File: src/rtl/axi_bus_arbiter_pkg.sv
// Shared types and constants for the two-master AXI4-Lite bus arbiter.
// Master ids, FSM state encoding and AXI response codes live here.
package axi_bus_arbiter_pkg;

    typedef enum logic [2:0] {
        ST_IDLE    = 3'd0,
        ST_RD_ADDR = 3'd1,
        ST_RD_DATA = 3'd2,
        ST_WR_XFER = 3'd3,
        ST_WR_RESP = 3'd4
    } arb_state_t;

    // Master ids double as bit indices into the request vector
    localparam logic ARB_F = 1'b0;
    localparam logic ARB_M = 1'b1;

    localparam logic [1:0] RESP_OKAY   = 2'b00;
    localparam logic [1:0] RESP_SLVERR = 2'b10;
    localparam logic [1:0] RESP_DECERR = 2'b11;

endpackage

File: src/rtl/axi_bus_arbiter_rr_pick2.sv
// Combinational round-robin picker for two requesters.
// On a tie the requester that was not served last wins.
module rr_pick2
    import axi_bus_arbiter_pkg::*;
(
    input  logic [1:0] req,
    input  logic       last,
    output logic       winner
);

    always_comb begin
        winner = ARB_F;
        if (req[ARB_F] && req[ARB_M]) begin
            winner = ~last;
        end else if (req[ARB_M]) begin
            winner = ARB_M;
        end
    end

endmodule

File: src/rtl/axi_bus_arbiter.sv
// Two-master AXI4-Lite arbiter: fetch (read-only) and mem (read/write) share
// one downstream port, one whole transaction at a time, round-robin.
module axi_bus_arbiter
    import axi_bus_arbiter_pkg::*;
#(
    parameter int ADDR_W = 32,
    parameter int DATA_W = 32
) (
    input  logic                  clk,
    input  logic                  rst,

    input  logic [ADDR_W-1:0]     f_araddr,
    input  logic [2:0]            f_arprot,
    input  logic                  f_arvalid,
    output logic                  f_arready,
    output logic [DATA_W-1:0]     f_rdata,
    output logic [1:0]            f_rresp,
    output logic                  f_rvalid,
    input  logic                  f_rready,

    input  logic [ADDR_W-1:0]     m_araddr,
    input  logic [2:0]            m_arprot,
    input  logic                  m_arvalid,
    output logic                  m_arready,
    output logic [DATA_W-1:0]     m_rdata,
    output logic [1:0]            m_rresp,
    output logic                  m_rvalid,
    input  logic                  m_rready,
    input  logic [ADDR_W-1:0]     m_awaddr,
    input  logic [2:0]            m_awprot,
    input  logic                  m_awvalid,
    output logic                  m_awready,
    input  logic [DATA_W-1:0]     m_wdata,
    input  logic [DATA_W/8-1:0]   m_wstrb,
    input  logic                  m_wvalid,
    output logic                  m_wready,
    output logic [1:0]            m_bresp,
    output logic                  m_bvalid,
    input  logic                  m_bready,

    output logic [ADDR_W-1:0]     axi_araddr,
    output logic [2:0]            axi_arprot,
    output logic                  axi_arvalid,
    input  logic                  axi_arready,
    input  logic [DATA_W-1:0]     axi_rdata,
    input  logic [1:0]            axi_rresp,
    input  logic                  axi_rvalid,
    output logic                  axi_rready,
    output logic [ADDR_W-1:0]     axi_awaddr,
    output logic [2:0]            axi_awprot,
    output logic                  axi_awvalid,
    input  logic                  axi_awready,
    output logic [DATA_W-1:0]     axi_wdata,
    output logic [DATA_W/8-1:0]   axi_wstrb,
    output logic                  axi_wvalid,
    input  logic                  axi_wready,
    input  logic [1:0]            axi_bresp,
    input  logic                  axi_bvalid,
    output logic                  axi_bready
);

    arb_state_t state_reg, state_next;
    logic       gnt_reg, gnt_next;
    logic       last_reg, last_next;
    logic       aw_done_reg, aw_done_next;
    logic       w_done_reg, w_done_next;

    logic [1:0] req;
    logic       winner;
    logic       ar_hs, r_hs, aw_hs, w_hs, b_hs;

    assign req[ARB_F] = f_arvalid;
    assign req[ARB_M] = m_arvalid | m_awvalid;

    rr_pick2 u_pick (
        .req    (req),
        .last   (last_reg),
        .winner (winner)
    );

    assign ar_hs = axi_arvalid & axi_arready;
    assign r_hs  = axi_rvalid  & axi_rready;
    assign aw_hs = axi_awvalid & axi_awready;
    assign w_hs  = axi_wvalid  & axi_wready;
    assign b_hs  = axi_bvalid  & axi_bready;

    always_ff @(posedge clk) begin
        if (rst) begin
            state_reg   <= ST_IDLE;
            gnt_reg     <= ARB_F;
            last_reg    <= ARB_F;
            aw_done_reg <= 1'b0;
            w_done_reg  <= 1'b0;
        end else begin
            state_reg   <= state_next;
            gnt_reg     <= gnt_next;
            last_reg    <= last_next;
            aw_done_reg <= aw_done_next;
            w_done_reg  <= w_done_next;
        end
    end

    always_comb begin
        state_next   = state_reg;
        gnt_next     = gnt_reg;
        last_next    = last_reg;
        aw_done_next = aw_done_reg;
        w_done_next  = w_done_reg;
        case (state_reg)
            ST_IDLE: begin
                if (|req) begin
                    gnt_next  = winner;
                    last_next = winner;
                    // A pending write from M takes precedence over its read
                    if (winner == ARB_M && m_awvalid) begin
                        state_next   = ST_WR_XFER;
                        aw_done_next = 1'b0;
                        w_done_next  = 1'b0;
                    end else begin
                        state_next = ST_RD_ADDR;
                    end
                end
            end
            ST_RD_ADDR: begin
                if (ar_hs) state_next = ST_RD_DATA;
            end
            ST_RD_DATA: begin
                if (r_hs) state_next = ST_IDLE;
            end
            ST_WR_XFER: begin
                if (aw_hs) aw_done_next = 1'b1;
                if (w_hs)  w_done_next  = 1'b1;
                if ((aw_done_reg || aw_hs) && (w_done_reg || w_hs)) begin
                    state_next = ST_WR_RESP;
                end
            end
            ST_WR_RESP: begin
                if (b_hs) state_next = ST_IDLE;
            end
            default: state_next = ST_IDLE;
        endcase
    end

    // Payloads pass straight through; only the valid/ready pairs are gated
    always_comb begin
        axi_araddr  = (gnt_reg == ARB_M) ? m_araddr : f_araddr;
        axi_arprot  = (gnt_reg == ARB_M) ? m_arprot : f_arprot;
        axi_awaddr  = m_awaddr;
        axi_awprot  = m_awprot;
        axi_wdata   = m_wdata;
        axi_wstrb   = m_wstrb;
        f_rdata     = axi_rdata;
        f_rresp     = axi_rresp;
        m_rdata     = axi_rdata;
        m_rresp     = axi_rresp;
        m_bresp     = axi_bresp;

        axi_arvalid = 1'b0;
        axi_rready  = 1'b0;
        axi_awvalid = 1'b0;
        axi_wvalid  = 1'b0;
        axi_bready  = 1'b0;
        f_arready   = 1'b0;
        f_rvalid    = 1'b0;
        m_arready   = 1'b0;
        m_rvalid    = 1'b0;
        m_awready   = 1'b0;
        m_wready    = 1'b0;
        m_bvalid    = 1'b0;

        case (state_reg)
            ST_RD_ADDR: begin
                if (gnt_reg == ARB_M) begin
                    axi_arvalid = m_arvalid;
                    m_arready   = axi_arready;
                end else begin
                    axi_arvalid = f_arvalid;
                    f_arready   = axi_arready;
                end
            end
            ST_RD_DATA: begin
                if (gnt_reg == ARB_M) begin
                    axi_rready = m_rready;
                    m_rvalid   = axi_rvalid;
                end else begin
                    axi_rready = f_rready;
                    f_rvalid   = axi_rvalid;
                end
            end
            ST_WR_XFER: begin
                axi_awvalid = m_awvalid & ~aw_done_reg;
                m_awready   = axi_awready & ~aw_done_reg;
                axi_wvalid  = m_wvalid & ~w_done_reg;
                m_wready    = axi_wready & ~w_done_reg;
            end
            ST_WR_RESP: begin
                axi_bready = m_bready;
                m_bvalid   = axi_bvalid;
            end
            default: ;
        endcase
    end

endmodule

File: config.mk
export PLATFORM = sky130hd
export DESIGN_NAME = axi_bus_arbiter
export DESIGN_NICKNAME = d
export VERILOG_FILES = /design/src/rtl/axi_bus_arbiter_pkg.sv /design/src/rtl/axi_bus_arbiter_rr_pick2.sv /design/src/rtl/axi_bus_arbiter.sv
export SDC_FILE = /design/constraint.sdc
export NUM_CORES = 1
export LEC_CHECK = 0
export ABC_AREA = 0
export CAP_MARGIN = 40
export CORE_AREA = 4 4 145 147
export CTS_BUF_LIST = sky130_fd_sc_hd__clkbuf_8
export DETAILED_ROUTE_END_ITERATION = 16
export DIE_AREA = 0 0 149 151
export PLACE_DENSITY = 0.45
export SYNTH_ARGS = -nofsm -noshare
export SYNTH_HDL_FRONTEND = slang
export SYNTH_SLANG_ARGS = --single-unit
File: constraint.sdc
create_clock -name clk -period 1.9 [get_ports clk]
set_input_delay 0.38 -clock clk [delete_from_list [all_inputs] [get_ports clk]]
set_output_delay 0.38 -clock clk [all_outputs]
set_load 0.02 [all_outputs]
# Word-level counts from Yosys, hierarchy flattened
# Index checks and enable logic that the tools add are counted.
# W data, S select, Z words.
classes:
  bitwise: 13
  n_reduce_logical: 12
  eq_ne: 12
  n_mux: 35
ops:
  columns: ["op", "count"]
  rows:
  - ["$mux W32", 1]
  - ["$mux W1", 24]
  - ["$mux W3", 6]
  - ["$ne A2 B2 Y1 const B", 8]
  - ["$pmux W3 S5", 1]
  - ["$and A1 B1 Y1", 9]
  - ["$reduce_and A4 Y1", 2]
  - ["$eq A3 B2 Y1 const B", 2]
  - ["$reduce_and A5 Y1", 1]
  - ["$pmux W1 S2", 2]
  - ["$eq A3 B1 Y1 const B", 1]
  - ["$eq A3 B3 Y1 const B", 1]
  - ["$logic_and A1 B1 Y1", 3]
  - ["$logic_not A3 Y1", 1]
  - ["$not A1 Y1", 3]
  - ["$logic_or A1 B1 Y1", 2]
  - ["$mux W2", 1]
  - ["$reduce_and A2 Y1", 1]
  - ["$reduce_bool A2 Y1", 1]
  - ["$reduce_or A2 Y1", 1]
  - ["$or A1 B1 Y1", 1]
word_totals:
  output_inout_bits: 188
  inputBits: 191
  register_bits: 6
  elab_cells: 76

# Logic depth before layout (Yosys ltp)
# Gate-level depths: netlist of the first run.
logic_depth:
  word_depth: 8
  ltp_mapped: 6
  ltp_nobuf: 5

# Hierarchy
# Synthesis of the first run repeated with hierarchy kept, for this count alone.
unflattened:
  hier_cells: 238
  hier_area_um2: 1925.6
by_module_without_submodules:
  columns: ["module", "area_per_inst_um2", "cells_per_inst", "n_inst", "seq_area_each_um2"]
  rows:
  - ["axi_bus_arbiter", 1914.3, 237, 1, 120.1]
  - ["rr_pick2", 11.3, 1, 1, 0.0]

# Least setup slack after synthesis of the first run
# OpenSTA, ideal clock, no wires.
synth_timing:
  path_type: "reg2out"
  from: "register state_reg[1]"
  to: "output port axi_awvalid"
  arrival_ns: 1.407
  n_path_buf: 1
  setup_slack_ns: 0.113
  stages_incl_launch_ff: 4
  t_required_ns: 1.520
  path_cell_list: "dfxtp_1 clkbuf_1 nand3_1 nor3b_1"
synth_via:
  elab_chain_len: 2
synth_lines:
  columns: ["item", "line_no", "rtl"]
  rows:
  - ["start: declaration", "axi_bus_arbiter.sv:62", "arb_state_t state_reg, state_next;"]
  - ["start signal: assignment", "axi_bus_arbiter.sv:95", "state_reg <= state_next;"]
  - ["$eq A3 B2 Y1", "axi_bus_arbiter.sv:171", "case (state_reg)"]
  - ["$mux W1", "axi_bus_arbiter.sv:171", null]
  - ["end: declaration", "axi_bus_arbiter.sv:51", "output logic axi_awvalid,"]
# Every way passes these cells.

==> impl_metrics.json, run 1 <==
{
  "drive_above_1_share_pct": 32.0,
  "clkLatencyLatePin_ns": 0.22,
  "place.gp.congestion": 0.711,
  "first_global_vias": 1683,
  "diodes": 0,
  "hpwl_mm": 6.96,
  "first_pass_iters": 4,
  "dpl_cell_area_sq_mm": 0.00260,
  "dieArea_sq_mm": 0.0225,
  "arrival_ns": 1.48,
  "fin_skew_ns": 0.00103,
  "drv_slew": 0,
  "ir_worst_vdd_mv": 0.152,
  "syn_area_per_cell_sq_um": 7.92,
  "antenna_found_initial": 0,
  "hp-class": "input port to register",
  "die_x_um": 149,
  "r2r-start": "last_reg",
  "crit_path_start_kind": "register",
  "drt-total-wl_mm": 7.88,
  "core_area_sq_mm": 0.0199,
  "clock_tree.buffer_depth": 2,
  "cts_tree": "done",
  "grt_pass1_wl_mm": 10.7,
  "pin_count": 379,
  "worst_setup_path_end_kind": "primary output",
  "rr_worst_depth": 6,
  "clock_sinks": 6,
  "cts_hold_buffers": 0,
  "grt_overflow": 0,
  "clock.fmax_mhz": 537,
  "min_to": "last_reg",
  "grt_use_total_pct": 6.44,
  "ff2ff_setup_slack_ns": 0.08,
  "leakage_nw": 0.985,
  "nFillCells": 2325,
  "path_clk_slew_ns": 0.04,
  "stdcell_area_sq_mm": 0.00265,
  "drv_cap": 0,
  "vias_per_cell": 2.97,
  "hold_slack_ns": 0.545,
  "drt_iter0_markers": 30,
  "ys_seq_elements": 6,
  "drc": 0,
  "setup_viol": 0,
  "required_ns": 1.52,
  "power_density_mw_per_mm2": 774,
  "ys_warn_count": 0,
  "ctsRootBufferMaster": "clkbuf_8",
  "holdPathStages": 3,
  "io_buffers": 130,
  "hold_viol_final": 0,
  "ys_seq_area_share_pct": 6.30,
  "synth_cells": 241,
  "largest_register_ffs": 3,
  "cp_cell_sequence": "buf_12 > mux2_2 > dlygate4sd2_1",
  "initial_core_util_pct": 9.58,
  "cpMaxStageDelayCell": "dfxtp_4",
  "synth.distinct_cells": 25,
  "fin_nets": 434,
  "area_growth_pct": 38.8,
  "cts_max_level": 1,
  "min_from": "f_arvalid",
  "path_class": "register to primary output",
  "placedCellCount": 508,
  "reg2reg_to": "state_reg[1]",
  "die_h_um": 151,
  "post-route-period-util_pct": 98.0,
  "cp_slowest_stage_delay_ns": 0.40,
  "num_vias": 1516,
  "fin_cells": 511,
  "ant_nets": 0,
  "critPathMaxFanout": 20,
  "syn-cell-area_sq_mm": 0.00191,
  "wl_per_cell_um": 15.4,
  "syn_nets": 432,
  "rows": 52,
  "slew_headroom_pct": 72.1,
  "cts_buffers": 3,
  "outcome": "completed",
  "grt_max_degree": 21,
  "min_period_ns": 1.86,
  "worst_pin_slew_ns": 0.416
}
==> how the worst max path moves through the flow <==
| stage | start | end | slack (ns) | depth (start not counted) |
|---|---|---|---|---|
| after detailed placement | axi_rvalid | m_rvalid | -0.20 | 4 |
| final | last_reg | axi_araddr[11] | 0.04 | 3 |
| after CTS | state_reg[2] | axi_awvalid | 0.009 | 6 |
| after global placement | axi_rvalid | m_rvalid | -0.18 | 4 |
| after floorplan | state_reg[1] | axi_awvalid | 0.11 | 3 |
| after global routing | axi_rvalid | state_reg[1] | -0.01 | 7 |
==> where the power goes <==
group,internal [mW],switching (mW)
clock,0.136,0.0557
sequential,0.166,0.0543
combinational,0.846,0.792
total,1.15,0.902
==> stage by stage <==
| step | TNS [ns] | setup WS, ns | utilization (%) | power [mW] |
|---|---|---|---|---|
| final | 0 | 0.0389 | 13.3 | 2.05 |
| after detailed placement | -2.84 | -0.203 | 13.1 | 1.98 |
| after global placement | -2.43 | -0.180 | 13.1 | 1.96 |
| after floorplan | 0 | 0.113 | - | 1.49 |
| after global routing | -0.0168 | -0.0145 | 13.3 | 2.19 |
| after CTS | 0 | 0.00921 | 13.1 | 2.07 |
==> Yosys cell counts (all sizes together) <==
| cell type | instances | area, sq um |
|---|---|---|
| mux2 | 36 | 405 |
| nor2b | 1 | 6.26 |
| o221ai | 1 | 8.76 |
| a31o | 1 | 8.76 |
| o21ai | 2 | 10.0 |
| nor4b | 3 | 26.3 |
| nor3b | 5 | 37.5 |
| clkbuf | 5 | 18.8 |
| mux2i | 1 | 10.0 |
| a31oi | 1 | 6.26 |
| a221oi | 1 | 8.76 |
| and3 | 2 | 12.5 |
| a211o | 1 | 8.76 |
| a21oi | 7 | 35.0 |
| a22oi | 1 | 7.51 |
| or4b | 1 | 10.0 |
| inv | 3 | 11.3 |
| nor3 | 3 | 15.0 |
| nor2 | 10 | 37.5 |
| buf | 143 | 1070 |
| nand4 | 1 | 6.26 |
| dfxtp | 6 | 120 |
| nand3 | 3 | 15.0 |
| nand2 | 3 | 11.3 |
==> critical path: cells and delay by family, from the launching register on <==
family,cells,cell delay (ns)
buf+inv,2,0.51
mux,1,0.35
flops,1,0.40
==> area by class of cell <==
type	instances	area, sq um	area share, %
Timing Repair Buffer	145	1410	53.3
Multi-Input combinational cell	84	721	27.2
Tap cell	270	338	12.8
Sequential cell	6	125	4.73
Clock buffer	3	41.3	1.56
Inverter	3	11.3	0.425
==> repair_timing <==
item | in CTS | in global routing
resized for setup | 39 | 10
buffers inserted | 0 | 0
endpoints found under the setup margin | 39 | 8
pin swaps | 0 | 0
==> metal layers <==
| metal | up-vias | GRT usage [%] | routed length [um] |
|---|---|---|---|
| met5 | - | 1.36 | 40 |
| met4 | 2 | 6.22 | 663 |
| met3 | 67 | 3.32 | 1030 |
| met2 | 124 | 9.66 | 3540 |
| met1 | 667 | 6.23 | 2600 |
| li1 | 656 | - | - |
==> cells in the final DEF (no fill, tap or decap) <==
cell / synthesis / layout
a211o_1: 1 / 1
a21oi_1: 7 / 6
a21oi_2: 0 / 1
a221oi_1: 1 / 1
a22oi_1: 1 / 1
a31o_2: 1 / 1
a31oi_1: 1 / 1
and3_1: 2 / 2
buf_12: 0 / 5
buf_4: 142 / 23
clkbuf_8: 0 / 3
clkdlybuf4s15_1: 0 / 4
clkdlybuf4s50_1: 0 / 81
dfxtp_1: 6 / 4
dfxtp_2: 0 / 1
dfxtp_4: 0 / 1
dlygate4sd2_1: 0 / 30
dlymetal6s2s_1: 0 / 2
inv_1: 3 / 3
mux2_2: 36 / 36
mux2i_2: 0 / 1
nand2_1: 3 / 3
nand3_1: 3 / 2
nand3_2: 0 / 1
nand4_1: 1 / 1
nor2_1: 10 / 10
nor2b_1: 1 / 1
nor3_1: 3 / 3
nor3b_1: 5 / 2
nor3b_2: 0 / 3
nor4b_1: 3 / 2
nor4b_2: 0 / 1
o21ai_0: 2 / 2
o221ai_1: 1 / 1
or4b_1: 1 / 1
==> logic make-up (layout without fill, tap and decap cells) <==
| family | count (synthesis) | after routing | share of synthesized area, % |
|---|---|---|---|
| mux | 37 | 37 | 21.8 |
| buf+inv | 151 | 151 | 57.7 |
| simple gates | 32 | 32 | 9.31 |
| compound gates | 15 | 15 | 4.92 |
| flops | 6 | 6 | 6.30 |
No activity file was read; power rests on OpenSTA's default activity.
==> inputs of run 2 (changes only) <==
--- a/config.mk
+++ b/config.mk
@@ -8,7 +8,6 @@
 export ABC_AREA = 0
 export CAP_MARGIN = 40
 export CORE_AREA = 4 4 145 147
-export CTS_BUF_LIST = sky130_fd_sc_hd__clkbuf_8
 export DETAILED_ROUTE_END_ITERATION = 16
 export DIE_AREA = 0 0 149 151
 export PLACE_DENSITY = 0.45
==> impl_metrics.json, run 2 (same netlist as run 1, synthesis figures left out) <==
{
  "mostFrequentLayoutCells": "81 x clkdlybuf4s50_1, 36 x mux2_2, 30 x dlygate4sd2_1",
  "fin_cells": 511,
  "ant_nets": 0,
  "num_vias": 1518,
  "r2r-start": "last_reg",
  "drv_cap": 0,
  "p_comb_share_pct": 74.3,
  "crit_start": "last_reg",
  "total_power_mw": 2.20,
  "grt_max_degree": 21,
  "area_growth_pct": 40.5,
  "min_from": "f_arvalid",
  "path_class": "register to primary output",
  "drt_iter0_markers": 35,
  "drc": 0,
  "critPathMaxFanout": 20,
  "drt-total-wl_mm": 7.91,
  "clkLatencyLatePin_ns": 0.23,
  "diodes": 0,
  "cp_cell_sequence": "buf_12 > mux2_2 > dlygate4sd2_1",
  "fin_ws_ns": 0.0308,
  "cts_tree": "done",
  "hpwl_mm": 6.96,
  "antenna_found_initial": 0,
  "pin_count": 379,
  "outcome": "completed",
  "leakage_nw": 1.00,
  "p_int_mw": 1.28,
  "ff2ff_setup_slack_ns": 0.08,
  "clock_tree.buffer_depth": 2,
  "placedCellCount": 508,
  "cts_buffers": 3,
  "initial_core_util_pct": 9.58,
  "fin_skew_ns": 0.000525,
  "clock_sinks": 6,
  "drv_slew": 0,
  "required_ns": 1.52,
  "path_clk_slew_ns": 0.03,
  "grt_pass1_wl_mm": 10.7,
  "rr_worst_depth": 6,
  "cpMaxStageDelayCell": "dfxtp_4",
  "cts_max_level": 1,
  "setup_viol": 0,
  "core_area_sq_mm": 0.0199,
  "min_period_ns": 1.87,
  "pre_cts_slack_ns": -0.203,
  "crit_path_start_kind": "register",
  "arrival_ns": 1.49,
  "largest_register_ffs": 3,
  "nFillCells": 2322,
  "final_common_cell": "clkdlybuf4s50_1",
  "cp_slowest_stage_delay_ns": 0.40,
  "fin_nets": 434,
  "ir_worst_vdd_mv": 0.188,
  "vias_per_cell": 2.97,
  "rows": 52,
  "reg2reg_to": "state_reg[1]",
  "clock.fmax_mhz": 535,
  "swShare_pct": 41.8,
  "worst_setup_path_end_kind": "primary output",
  "post-route-period-util_pct": 98.4,
  "hp-class": "input port to register",
  "place.gp.congestion": 0.711,
  "power_density_mw_per_mm2": 821,
  "dieArea_sq_mm": 0.0225,
  "grt_overflow": 0,
  "wl_per_cell_um": 15.5,
  "worst_pin_slew_ns": 0.419,
  "grt_use_total_pct": 6.48,
  "first_pass_iters": 4,
  "drive_above_1_share_pct": 32.0,
  "die_x_um": 149,
  "clkPwrFrac_pct": 15.6,
  "seqPwrFrac_pct": 10.0,
  "io_buffers": 130,
  "slew_headroom_pct": 71.9,
  "ctsRootBufferMaster": "clkbuf_16",
  "setup-tns-final_ns": 0,
  "switchingPower_mw": 0.920,
  "critPathCapture": "axi_araddr[11]",
  "die_h_um": 151,
  "hold_viol_final": 0,
  "first_global_vias": 1671
}
## run 2: cell counts in the layout (fill, tap and decap cells not counted)
No cell type changed its count.
## run 2: metrics by stage
stage	hold WS, ns	area (sq um)	utilization [%]
global placement	0.546	2600	13.1
floorplan	0.449	1910	-
CTS	0.572	2640	13.3
detailed placement	0.564	2600	13.1
finish	0.537	2680	13.5
global route	0.570	2680	13.5
## run 2: power by group through the flow
stage,sequential [mW],clock [mW],combinational (mW)
6_report,0.221,0.344,1.64
5_1_grt,0.227,0.356,1.76
4_1_cts,0.224,0.351,1.65
3_5_place_dp,0.218,0,1.76
3_3_place_gp,0.223,0,1.74
2_1_floorplan,0.180,0,1.31
## run 2: cell type report
cell class | count | area, sq um | area share [%]
clock buffer | 3 | 75.1 | 2.80
sequential | 6 | 125 | 4.67
inverter | 3 | 11.3 | 0.420
timing repair buffer | 145 | 1410 | 52.6
multi-input combinational | 84 | 721 | 26.9
tap | 270 | 338 | 12.6
## run 2: routing by layer
layer	GRT usage, %	routed length (um)	up-vias
met3	3.32	1020	68
li1	-	-	656
met5	1.36	40	-
met4	6.50	678	2
met2	9.64	3550	123
met1	6.25	2610	669
## run 2: worst max-delay path, delay by kind of cell, from the launching register on
kind / cells / cell delay, ns
buf+inv: 2 / 0.51
mux: 1 / 0.35
flops: 1 / 0.40
## run 2: how the worst min path moves through the flow
stage	to	slack (ns)	cells after the start
2_1_floorplan	state_reg[1]	0.45	1
3_3_place_gp	aw_done_reg	0.55	2
3_5_place_dp	aw_done_reg	0.56	2
4_1_cts	aw_done_reg	0.57	2
5_1_grt	last_reg	0.57	3
6_report	last_reg	0.54	3
## run 2: what timing repair did
action	CTS	global route
setup endpoints to repair	39	8
hold buffers	0	0
resized for setup	39	10
setup buffers	0	0
cloned	0	0
==> inputs of run 3 (changes only) <==
--- a/config.mk
+++ b/config.mk
@@ -6,7 +6,7 @@
 export NUM_CORES = 1
 export LEC_CHECK = 0
 export ABC_AREA = 0
-export CAP_MARGIN = 40
+export CAP_MARGIN = 10
 export CORE_AREA = 4 4 145 147
 export DETAILED_ROUTE_END_ITERATION = 16
 export DIE_AREA = 0 0 149 151
==> results of run 3 <==
Final layout, timing and power as in run 2 (identical DEF).
